**config.mk**
```make
export PLATFORM = sky130hd
export DESIGN_NAME = xsleena_video_timing_gen
export DESIGN_NICKNAME = d
export VERILOG_FILES = /design/src/rtl/xsleena_video_timing_gen.sv
export SDC_FILE = /design/constraint.sdc
export NUM_CORES = 1
export LEC_CHECK = 0
export ABC_AREA = 1
export CAP_MARGIN = 20
export CORE_MARGIN = 2
export CORE_UTILIZATION = 47
export CTS_CLUSTER_DIAMETER = 80
export DETAILED_ROUTE_END_ITERATION = 10
export PLACE_DENSITY = 0.75
export SETUP_SLACK_MARGIN = 0.4
export SLEW_MARGIN = 20
export SYNTH_ARGS = -nofsm -noshare
export SYNTH_HDL_FRONTEND = slang
export SYNTH_SLANG_ARGS = --single-unit
```
**constraint.sdc**
```tcl
create_clock -name i_clk -period 1.5 [get_ports i_clk]
set_input_delay 0.15 -clock i_clk [delete_from_list [all_inputs] [get_ports i_clk]]
set_output_delay 0.15 -clock i_clk [all_outputs]
set_load 0.02 [all_outputs]
```
**src/rtl/xsleena_video_timing_gen.sv**
```systemverilog
// Raster timing generator driven by the pixel clock-enable stream.
// Advances H/V counters on each i_pix_cen pulse and decodes blanking, sync,
// data-enable and line/frame strobes from the next counter values, so every
// flag lines up with o_hcnt/o_vcnt in the same cycle. A small watchdog flags
// a stalled enable stream.
module xsleena_video_timing_gen #(
  parameter int unsigned H_TOTAL  = 384,
  parameter int unsigned H_ACTIVE = 256,
  parameter int unsigned HS_START = 296,
  parameter int unsigned HS_END   = 328,
  parameter int unsigned V_TOTAL  = 272,
  parameter int unsigned V_ACTIVE = 240,
  parameter int unsigned VS_START = 248,
  parameter int unsigned VS_END   = 251,
  parameter int unsigned WDOG     = 16
) (
  input  logic       i_clk,
  input  logic       i_rst,
  input  logic       i_pix_cen,
  output logic [8:0] o_hcnt,
  output logic [8:0] o_vcnt,
  output logic       o_hblank,
  output logic       o_vblank,
  output logic       o_hsync,
  output logic       o_vsync,
  output logic       o_de,
  output logic       o_line_start,
  output logic       o_frame_start,
  output logic       o_cen_lost
);

  localparam logic [8:0] H_LAST = 9'(H_TOTAL - 1);
  localparam logic [8:0] H_ACT  = 9'(H_ACTIVE);
  localparam logic [8:0] HS_S   = 9'(HS_START);
  localparam logic [8:0] HS_E   = 9'(HS_END);
  localparam logic [8:0] V_LAST = 9'(V_TOTAL - 1);
  localparam logic [8:0] V_ACT  = 9'(V_ACTIVE);
  localparam logic [8:0] VS_S   = 9'(VS_START);
  localparam logic [8:0] VS_E   = 9'(VS_END);
  localparam logic [4:0] WDOG_L = 5'(WDOG);
  localparam logic [4:0] WDOG_MAX = 5'h1f;

  logic [8:0] hcnt_nx;
  logic [8:0] vcnt_nx;
  logic [4:0] wdog_cnt;
  logic [4:0] wdog_nx;

  // Next raster position: counters only move on an enable pulse; vertical
  // advances only on the enable that wraps the horizontal counter.
  always_comb begin
    hcnt_nx = o_hcnt;
    vcnt_nx = o_vcnt;
    if (i_pix_cen) begin
      if (o_hcnt == H_LAST) begin
        hcnt_nx = '0;
        vcnt_nx = (o_vcnt == V_LAST) ? 9'd0 : o_vcnt + 9'd1;
      end else begin
        hcnt_nx = o_hcnt + 9'd1;
      end
    end
  end

  // Watchdog next value: cleared by any enable, otherwise counts up and
  // saturates so a long stall never wraps back below the threshold.
  always_comb begin
    wdog_nx = wdog_cnt;
    if (i_pix_cen) begin
      wdog_nx = '0;
    end else if (wdog_cnt != WDOG_MAX) begin
      wdog_nx = wdog_cnt + 5'd1;
    end
  end

  // Register counters and decode flags from the next position.
  always_ff @(posedge i_clk) begin
    if (i_rst) begin
      o_hcnt        <= H_LAST;
      o_vcnt        <= V_LAST;
      o_hblank      <= 1'b1;
      o_vblank      <= 1'b1;
      o_hsync       <= 1'b0;
      o_vsync       <= 1'b0;
      o_de          <= 1'b0;
      o_line_start  <= 1'b0;
      o_frame_start <= 1'b0;
      o_cen_lost    <= 1'b0;
      wdog_cnt      <= '0;
    end else begin
      o_hcnt        <= hcnt_nx;
      o_vcnt        <= vcnt_nx;
      o_hblank      <= (hcnt_nx >= H_ACT);
      o_vblank      <= (vcnt_nx >= V_ACT);
      o_hsync       <= (hcnt_nx >= HS_S) && (hcnt_nx < HS_E);
      o_vsync       <= (vcnt_nx >= VS_S) && (vcnt_nx < VS_E);
      o_de          <= (hcnt_nx < H_ACT) && (vcnt_nx < V_ACT);
      // Strobes are qualified by the enable so they never persist across idle cycles.
      o_line_start  <= i_pix_cen && (hcnt_nx == 9'd0);
      o_frame_start <= i_pix_cen && (hcnt_nx == 9'd0) && (vcnt_nx == 9'd0);
      wdog_cnt      <= wdog_nx;
      o_cen_lost    <= (wdog_nx >= WDOG_L);
    end
  end

endmodule

```
==> summary.txt, run 1 <==
Status
  – Status: complete, but fails checks
  – Failing checks: setup timing

Yosys
  – Syn Inst Count: 232
  – Mean post-synth cell area: 7.21 um^2
  – Synth Flop Type: dfxtp_1
  – Ranking of synthesized cells by area: dfxtp_1, nand2_1, nand3_1
  – Top-area cell type share of the netlist area: 35.9%
  – Fraction of registers with async set/reset: 0%
  – YS warnings: 0
  – Top-count cell post-synth: nand2_1
  – Mapped Area: 0.00167 mm^2
  – Post-synthesis sequential area ratio: 35.9%
  – Post-synth EDFFs: 0
  – Commonest cells in the netlist: nand2_1, dfxtp_1, inv_1
  – Area leader, netlist: dfxtp_1
  – Count of unique library cells instantiated by Yosys: 32
  – Seq cells post-synth: 30
  – Synth Net Count: 238

Timing
  – Worst Skew: 0.0145 ns
  – Least-Margin Pin Slew: 0.272 ns
  – Minimum clock period after layout: 1.57 ns
  – Slew HR: 81.8%
  – Final setup viols: 7
  – Worst Slack Setup Final: -0.0730 ns
  – RSZ-0062 raised after global routing: yes
  – Final hold violation count: 0
  – WHS: 0.510 ns
  – Crit share post-route: 105%
  – Pins Over Slew Limit: 0
  – FMAX: 636 MHz

Clock network
  – Total CTS buffers: 5
  – CTS Hold Bufs: 0
  – Max clock buf depth: 2
  – H-tree Lvls: 2
  – Root buffer cell: clkbuf_4
  – Clock latency on the worst-skew pair: 0.35 ns
  – CTS tree: built
  – CTS sink cnt: 30
  – Clock slew seen by the registers of the worst setup and hold paths: 0.11 ns

Cells and area
  – Layout cells sized above 1: 57.3%
  – Ant. Diodes: 0
  – Post-layout nets: 312
  – Core Util, Final: 77.3%
  – Final std cells w/o fill: 353
  – Area grow syn2layout: 56.7%

Drt
  – Vias per cell: 5.08
  – Final WL: 4760 um
  – 1st-iter DRT viols: 113
  – DR WL/cell: 13.5 um
  – Antenna-violating nets left: 0
  – Vias: 1794
  – DRC violations left: 0
  – Pre-antenna DRT Iters: 4

Global route
  – Pin count of the biggest net entering global routing: 11
  – Total global routing overflow: 0
  – Vias in the first global route: 1683
  – GRT busiest layer: met2
  – Initial antenna violation count: 0
  – Grt met3 use: 5.18%
  – Global router's overall resource usage: 24.0%
  – Grt met2 use: 42.0%
  – First-pass GRT wire length: 7510 um
  – Met1 Use GR: 27.9%

Die
  – Initial Util: 49.4%
  – Cell row count: 21
  – Die Area: 0.00405 mm^2
  – Die W: 63.7 um
  – Io pins: 29
  – Die H: 63.7 um
  – Core Area: 0.00339 mm^2

Critical path
  – Crit Path Class: reg -> reg
  – Worst EP required: 1.76 ns
  – Crit Path Max Fanout: 6
  – CP startpoint kind: flop
  – Critical path data arrival time: 1.83 ns
  – CP endpoint kind: flop

Placement
  – Pre-CTS setup slack: -0.338 ns
  – # port buffers: 28
  – Inst Count DP: 334
  – Hpwl dp: 3120 um
  – RePlAce Congestion: 0.894

Power and ir drop
  – Peak VDD IR: 1.17 mV
  – PwrDens: 1700 mW/mm^2
  – LEAKAGE: 1.23 nW
  – Pwr Total: 4.46 mW

Flow run
  – Max-cap violations: 0

Min path
  – Worst Hold Class: in -> reg
metrics by stage:
step,setup TNS (ns),cell area (um^2)
after floorplan,0,1760
after global placement,-2.21,2310
after detailed placement,-2.59,2310
after CTS,-0.101,2480
after global routing,-1.05,2620
final,-0.289,2620
registers in the layout (all words and copies together) (netlist names):
register,cells
wdog_cnt,4
o_vsync,1
o_hcnt,9
o_hsync,1
o_line_start,1
o_frame_start,1
o_hblank,1
o_vcnt,9
o_vblank,1
o_de,1
o_cen_lost,1
placed cells by master (no fill, tap or decap), drive strengths merged, types with 5 or more instances in the layout:
master	synthesis	routed
a21oi	5	5
buf	2	67
clkbuf	2	9
dfxtp	30	30
inv	26	27
nand2	78	78
nand3	26	26
nand4	7	7
nor2	31	31
o21ai	6	6
per-layer routing:
| metal | wire length [um] | up-vias |
|---|---|---|
| li1 | - | 885 |
| met1 | 1950 | 851 |
| met2 | 2470 | 48 |
| met3 | 218 | 10 |
| met4 | 116 | 0 |
| met5 | 0 | - |
power breakdown:
group          total [mW]  internal [mW]  switching (mW)
logic                2.69           1.18            1.51
clock network       0.631          0.331           0.300
registers            1.14          0.976           0.163
worst paths after layout:
kind	from	slack, ns	cells after the start	endpoint
min reg2reg	o_cen_lost	0.54	2	o_cen_lost
min	i_rst	0.51	2	o_hcnt[7]
max reg2reg	o_hcnt[0]	-0.07	12	o_de
max	o_hcnt[0]	-0.07	12	o_de
worst max-delay path: stages (launching register included):
cell and delay [ns]:
dfxtp_4 0.38, ha_4 0.17, nand2_4 0.08, nor2_4 0.08, nand2_2 0.06, nor2_4 0.19
nand2_1 0.08, nand2_1 0.07, nand2_2 0.09, nor2_1 0.10, nand2_1 0.07, nand2_2 0.07
nor2_2 0.03
cell type report:
class,count,area (um^2)
Timing Repair Buffer,71,588
Inverter,29,111
Tap cell,46,57.6
Sequential cell,30,646
Clock buffer,8,80.1
Multi-Input combinational cell,169,1140
Fill cell,227,768
repair_timing:
item                       CTS  global route
pin swaps                   13            21
hold endpoints to repair     0             0
setup buffers                5             6
setup endpoints to repair   53            46
gates resized for setup    134            49
logic make-up after synthesis:
group | Yosys count | synth area share, %
DFF | 30 | 35.9
buffers and inverters | 33 | 7.78
adders and majority gates | 3 | 2.24
muxes | 1 | 0.598
and+or+nand+nor | 148 | 46.1
AOI/OAI and AO/OA | 13 | 5.24
xor gates and xnor gates | 4 | 2.09
(Power assumes the default switching activity.)
==> run 2: changes to the inputs <==
--- a/config.mk
+++ b/config.mk
@@ -9,7 +9,7 @@
 export CAP_MARGIN = 20
 export CORE_MARGIN = 2
 export CORE_UTILIZATION = 47
-export CTS_CLUSTER_DIAMETER = 80
+export CTS_CLUSTER_DIAMETER = 100
 export DETAILED_ROUTE_END_ITERATION = 10
 export PLACE_DENSITY = 0.75
 export SETUP_SLACK_MARGIN = 0.4
==> results of run 2 <==
No change in the layout: final DEF, timing and power equal those of run 1.
